===== src/rtl/game_pkg.sv =====
// Shared constants and FSM state type for the falling-obstacle game logic.
// Imported by obstacle_spawner; the sub-module lfsr10 does not depend on it.
package game_pkg;

    localparam int SCREEN_W_DEF = 640;
    localparam int SCREEN_H_DEF = 480;
    localparam int OBS_W_DEF    = 32;
    localparam int OBS_H_DEF    = 32;
    localparam int PLAYER_W_DEF = 32;
    localparam int PLAYER_H_DEF = 32;

    localparam logic [9:0] LFSR_SEED = 10'h001;

    typedef enum logic [2:0] {
        ST_IDLE  = 3'd0,
        ST_WAIT  = 3'd1,
        ST_SPAWN = 3'd2,
        ST_FALL  = 3'd3,
        ST_OVER  = 3'd4
    } game_state_e;

endpackage


===== src/rtl/lfsr10.sv =====
// Free-running 10-bit Fibonacci LFSR, polynomial x^10 + x^7 + 1.
// Maximal length, so it never reaches the all-zero lock-up state.
module lfsr10 (
    input  logic       clk,
    input  logic       reset,
    output logic [9:0] out
);

    logic [9:0] lfsr_q;
    logic [9:0] lfsr_d;

    assign lfsr_d = {lfsr_q[8:0], lfsr_q[9] ^ lfsr_q[6]};
    assign out    = lfsr_q;

    always_ff @(posedge clk or posedge reset) begin
        if (reset) begin
            lfsr_q <= 10'h001;
        end else begin
            lfsr_q <= lfsr_d;
        end
    end

endmodule


===== src/rtl/obstacle_spawner.sv =====
// Spawns one obstacle at a pseudo-random column, drops it once per frame and
// scores or ends the game. Optional macro OBSTACLE_SPEEDUP_EN: step grows with score.
module obstacle_spawner
    import game_pkg::*;
#(
    parameter int         SCREEN_W     = SCREEN_W_DEF,
    parameter int         SCREEN_H     = SCREEN_H_DEF,
    parameter int         OBS_W        = OBS_W_DEF,
    parameter int         OBS_H        = OBS_H_DEF,
    parameter int         PLAYER_W     = PLAYER_W_DEF,
    parameter int         PLAYER_H     = PLAYER_H_DEF,
    parameter int         SPAWN_FRAMES = 30,
    parameter logic [2:0] STEP_INIT    = 3'd2
) (
    input  logic       CLOCK_50,
    input  logic       reset,
    input  logic       start,
    input  logic       vsync,
    input  logic [9:0] player_x,
    input  logic [9:0] player_y,
    output logic [9:0] obstacle_x,
    output logic [9:0] obstacle_y,
    output logic       obstacle_active,
    output logic [6:0] score,
    output logic       game_over
);

    localparam int CNT_W = $clog2(SPAWN_FRAMES + 1);

    // state_q is the debug view of the FSM for checkers bound to this block.
    game_state_e state_q, state_d;
    logic [CNT_W-1:0] cnt_q, cnt_d;
    logic [9:0]  obs_x_q, obs_x_d;
    logic [9:0]  obs_y_q, obs_y_d;
    logic        active_q, active_d;
    logic [6:0]  score_q, score_d;
    logic        over_q, over_d;
    logic        vsync_q;
    logic        tick;
    logic [9:0]  lfsr;
    logic [9:0]  spawn_x;
    logic [2:0]  step;
    logic [10:0] new_y;
    logic        overlap;
    logic [10:0] ox, oy, px, py;

    lfsr10 u_lfsr (
        .clk   (CLOCK_50),
        .reset (reset),
        .out   (lfsr)
    );

    assign tick = vsync_q & ~vsync;

    // Values past the last legal column fold back into the screen.
    assign spawn_x = (lfsr <= 10'(SCREEN_W - OBS_W)) ? lfsr : (lfsr - 10'd512);

    assign ox = {1'b0, obs_x_q};
    assign oy = {1'b0, obs_y_q};
    assign px = {1'b0, player_x};
    assign py = {1'b0, player_y};

    assign overlap = (ox < px + 11'(PLAYER_W)) && (px < ox + 11'(OBS_W)) &&
                     (oy < py + 11'(PLAYER_H)) && (py < oy + 11'(OBS_H));

`ifdef OBSTACLE_SPEEDUP_EN
    logic [4:0] step_sum;
    assign step_sum = {2'b00, STEP_INIT} + {1'b0, score_q[6:3]};
    assign step     = (step_sum > 5'd7) ? 3'd7 : step_sum[2:0];
`else
    assign step = STEP_INIT;
`endif

    assign new_y = oy + {8'b0, step};

    always_comb begin
        state_d  = state_q;
        cnt_d    = cnt_q;
        obs_x_d  = obs_x_q;
        obs_y_d  = obs_y_q;
        active_d = active_q;
        score_d  = score_q;
        over_d   = over_q;
        case (state_q)
            ST_IDLE, ST_OVER: begin
                if (start) begin
                    state_d  = ST_WAIT;
                    cnt_d    = '0;
                    score_d  = '0;
                    over_d   = 1'b0;
                    // A frozen obstacle from the last game is hidden on restart.
                    active_d = 1'b0;
                end
            end
            ST_WAIT: begin
                if (tick) begin
                    if (cnt_q == CNT_W'(SPAWN_FRAMES - 1)) begin
                        state_d = ST_SPAWN;
                        cnt_d   = '0;
                    end else begin
                        cnt_d = cnt_q + CNT_W'(1);
                    end
                end
            end
            ST_SPAWN: begin
                obs_x_d  = spawn_x;
                obs_y_d  = '0;
                active_d = 1'b1;
                state_d  = ST_FALL;
            end
            ST_FALL: begin
                if (tick) begin
                    // Collision is judged on the pre-move position and beats an exit.
                    if (overlap) begin
                        state_d = ST_OVER;
                        over_d  = 1'b1;
                    end else begin
                        obs_y_d = new_y[9:0];
                        if (new_y >= 11'(SCREEN_H)) begin
                            active_d = 1'b0;
                            score_d  = (score_q == 7'd127) ? score_q : score_q + 7'd1;
                            cnt_d    = '0;
                            state_d  = ST_WAIT;
                        end
                    end
                end
            end
            default: state_d = ST_IDLE;
        endcase
    end

    always_ff @(posedge CLOCK_50 or posedge reset) begin
        if (reset) begin
            state_q  <= ST_IDLE;
            cnt_q    <= '0;
            obs_x_q  <= '0;
            obs_y_q  <= '0;
            active_q <= 1'b0;
            score_q  <= '0;
            over_q   <= 1'b0;
            vsync_q  <= 1'b1;
        end else begin
            state_q  <= state_d;
            cnt_q    <= cnt_d;
            obs_x_q  <= obs_x_d;
            obs_y_q  <= obs_y_d;
            active_q <= active_d;
            score_q  <= score_d;
            over_q   <= over_d;
            vsync_q  <= vsync;
        end
    end

    assign obstacle_x      = obs_x_q;
    assign obstacle_y      = obs_y_q;
    assign obstacle_active = active_q;
    assign score           = score_q;
    assign game_over       = over_q;

endmodule

===== config.mk =====
export PLATFORM = sky130hd
export DESIGN_NAME = obstacle_spawner
export DESIGN_NICKNAME = d
export VERILOG_FILES = /design/src/rtl/game_pkg.sv /design/src/rtl/lfsr10.sv /design/src/rtl/obstacle_spawner.sv
export SDC_FILE = /design/constraint.sdc
export NUM_CORES = 1
export LEC_CHECK = 0
export BUFFER_PORTS_ARGS = -buffer_cell sky130_fd_sc_hd__buf_2
export CORE_ASPECT_RATIO = 1.25
export CORE_MARGIN = 2
export CORE_UTILIZATION = 61
export CTS_CLUSTER_SIZE = 12
export DETAILED_ROUTE_END_ITERATION = 6
export GPL_TIMING_DRIVEN = 0
export PLACE_DENSITY = 0.85
export SYNTH_ARGS = -nofsm -noshare
export SYNTH_HDL_FRONTEND = slang
export SYNTH_SLANG_ARGS = --single-unit

===== constraint.sdc =====
create_clock -name CLOCK_50 -period 5.45 [get_ports CLOCK_50]
set_input_delay 1.09 -clock CLOCK_50 [delete_from_list [all_inputs] [get_ports CLOCK_50]]
set_output_delay 1.09 -clock CLOCK_50 [all_outputs]
set_load 0.01 [all_outputs]

==> metrics <==
register area=1180 µm²; Reg-to-Reg End=cnt_q[3]; Relative slew margins=51.1%; worst hold path type=reg2reg; CTS Buffer Depth=2; 1st-pass router iterations=4; Pint=718 µW; DRC viols=0; Inserted Diodes=0; nets@finish=461; clock period minus worst slack=3.21 ns; DRT Wirelength=7040 µm; aggregate global routing overflow=0; R2R setup slack=2.77 ns; CP required=5.64 ns; reg2reg start=obstacle_y[5]; synth top area cells=dfrtp_1, ha_1, inv_1, nand3_1, xnor2_1; Worst Path Max Fanout=8; Starting Density=63.7%; Yosys reg bits=47; Synth Flop Type=dfrtp_1; slack of the critical path=2.24 ns; worst path cell trace=buf_2 > ha_1 > nand3_1 > xor2_1 > ha_1 > inv_1 > a31o_1 > o32a_2 > a31oi_2 > o21bai_2 > a221o_1; syn_nets=402; number of global-route vias before repair=2,704; CP peak stage delay=0.46 ns; Hold Path Sink=u_lfsr.out[4]; fraction of layout cells with a size suffix above 1=23.0%; sequential cell fraction of total power=39.8%; first-pass GRT wire length=12,200 µm; antenna-violating nets left=0; hold depth=0; die width=69.4 µm; worst slew pin tran=0.731 ns; maximum VDD drop=0.000332 V; vias=2,792; die area=5950 µm²; Setup Viol. Count Final=0; via-per-instance ratio=6.10; largest net degree at the start of global routing=40; post-route setup TNS=0 ns; CP endpoint kind=flop; Clock Skews=0.00978 ns; Tot GR Track Use=24.9%; Synth top area share=34.6%; synthesized area=3260 µm²; Die H=85.7 µm; CTS tree=done; Avg Synthesized Cell Area=9.70 µm²; period utilization=58.8%; pre-CTS setup slack=1.91 ns; Final HPWL DP=5440 µm; # fillers=395; Met2 Routed Length=3710 µm; Hold Path Origin=u_lfsr.out[3]; std cell rows=29; arrival time worst endpoint=3.40 ns; Top Ports=53; Clk pwr share=21.8%; R2R depth=10; Yosys top cell by area=dfrtp_1; Comb pwr share=38.4%; Pleak=0.00190 µW; WS Path Type=in2reg; Final Max Tran Viols=0; Syn-to-layout area delta=14.2%; clk slew on worst S/H paths=0.09 ns; Post-synth EDFFs=0; Ys Warns=0; RSZ-0062 raised after global routing=no; crit-path most repeated cell=ha_1; Yosys cell types=64; fmax=312 MHz; Worst path slowest cell=o32a_2; Core ar.=5120 µm²; Detailed Route Iter0 Violations=158; sw power=436 µW; sequential share of the synthesized area=36.2%; antenna violations before repair=0; Clk Latency, worst-skew pair=0.31 ns; total setup buffers inserted after CTS=0; CTS root buf=clkbuf_8; TritonCTS Buffers=5; Worst setup SP type=input pin; H-tree depth=2; Power Density=310 nW/µm²; RD Place Congestion=0.875; Final Hold Fails=0; fraction of power spent switching nets=37.8%; Hold Buf Count CTS=0; port bufs=51; top sig layer=met4; Async SR Flop Fraction=100%; clock sink count=47; WL met3=235 µm; Syn Inst Count=336; outcome=completed; M1 WL=2990 µm; Max-Cap Viols=0; Wirelength per Cell=15.4 µm; multi-input logic area=1920 µm²; Resized cells post-CTS=0
worst max-delay path, delay by kind of cell:
family	cells	cell delay, ns
compound gates	5	1.46
buf+inv	2	0.14
simple gates	1	0.10
xor+xnor	1	0.15
fa+ha+maj	2	0.46
logic make-up after synthesis:
family | count (synthesis) | share of synthesized area [%]
xor+xnor | 16 | 4.30
compound gates | 87 | 19.7
buf+inv | 39 | 4.84
simple gates | 94 | 15.4
fa+ha+maj | 42 | 16.1
flops | 47 | 36.2
other cells | 1 | 0.115
mux | 10 | 3.38
area by class of cell:
cell class | count | share of cell area, %
clock buffers | 6 | 1.95
well taps | 62 | 2.08
flip-flops and latches | 47 | 31.7
clock inverters | 2 | 1.01
repair buffers | 52 | 7.40
multi-input cells | 250 | 51.6
inverters | 31 | 3.13
plain buffers | 8 | 1.11
registers in the layout, summed over array words and instances, names as in the netlist:
| name | count |
|---|---|
| obstacle_y | 9 |
| u_lfsr.out | 10 |
| cnt_q | 5 |
| obstacle_active | 1 |
| vsync_q | 1 |
| score | 7 |
| state_q | 3 |
| game_over | 1 |
| obstacle_x | 10 |
placed cells by master (no fill, tap or decap), types with 4 or more instances in the layout:
cell type,instances
a221o_1,4
inv_1,29
nand2_1,18
clkbuf_1,4
dfrtp_1,45
a21o_1,5
buf_2,54
xnor2_1,11
xor2_1,5
nand4_1,5
nand3_1,21
nor2b_1,6
nor2_1,16
ha_1,42
mux2_2,6
o21ai_0,10
a31oi_1,12
and3_1,8
a21oi_1,16
clkbuf_8,5
nor3_1,5
Yosys cell counts (all sizes together) (6+ instances only):
master / count
dfrtp: 45
a21oi: 16
inv: 31
nor2: 17
ha: 42
nor2b: 6
xnor2: 11
and3: 12
mux2: 8
nand4: 6
nand2: 18
o21ai: 13
nand3: 21
a31oi: 13
power by group through the flow:
stage | Sequential (µW) | Combinational, µW | Clock (µW)
after floorplan | 464 | 307 | 0
after detailed placement | 463 | 438 | 0
after global routing | 465 | 500 | 271
after global placement | 461 | 416 | 0
final | 459 | 443 | 251
after CTS | 457 | 442 | 258
metal layers:
layer  GRT usage (%)  up-vias
met4            9.09        0
met3            3.29       14
met5               0        -
met2            44.8       78
li1                -     1358
met1            30.6     1342
how the worst max path moves through the flow:
stage	start	to	slack, ns	cells after the start
after global placement	player_x[5]	obstacle_y[8]	1.97	11
after CTS	player_x[5]	obstacle_y[7]	2.24	11
after floorplan	player_x[5]	obstacle_y[6]	2.25	10
final	player_x[5]	obstacle_y[7]	2.24	11
after detailed placement	player_x[5]	obstacle_y[7]	1.91	11
after global routing	player_x[5]	obstacle_y[6]	2.06	11
through the flow:
step | util (%) | total power (µW) | hold slack (ns) | std cells | area, µm²
2_1_floorplan | - | 771 | 0.366 | 336 | 3260
3_3_place_gp | 70.2 | 877 | 0.377 | 449 | 3590
3_5_place_dp | 70.6 | 901 | 0.382 | 450 | 3610
4_1_cts | 72.7 | 1160 | 0.401 | 458 | 3720
5_1_grt | 72.7 | 1240 | 0.426 | 458 | 3720
6_report | 72.7 | 1150 | 0.399 | 458 | 3720
No activity file was read; power rests on OpenSTA's default activity.
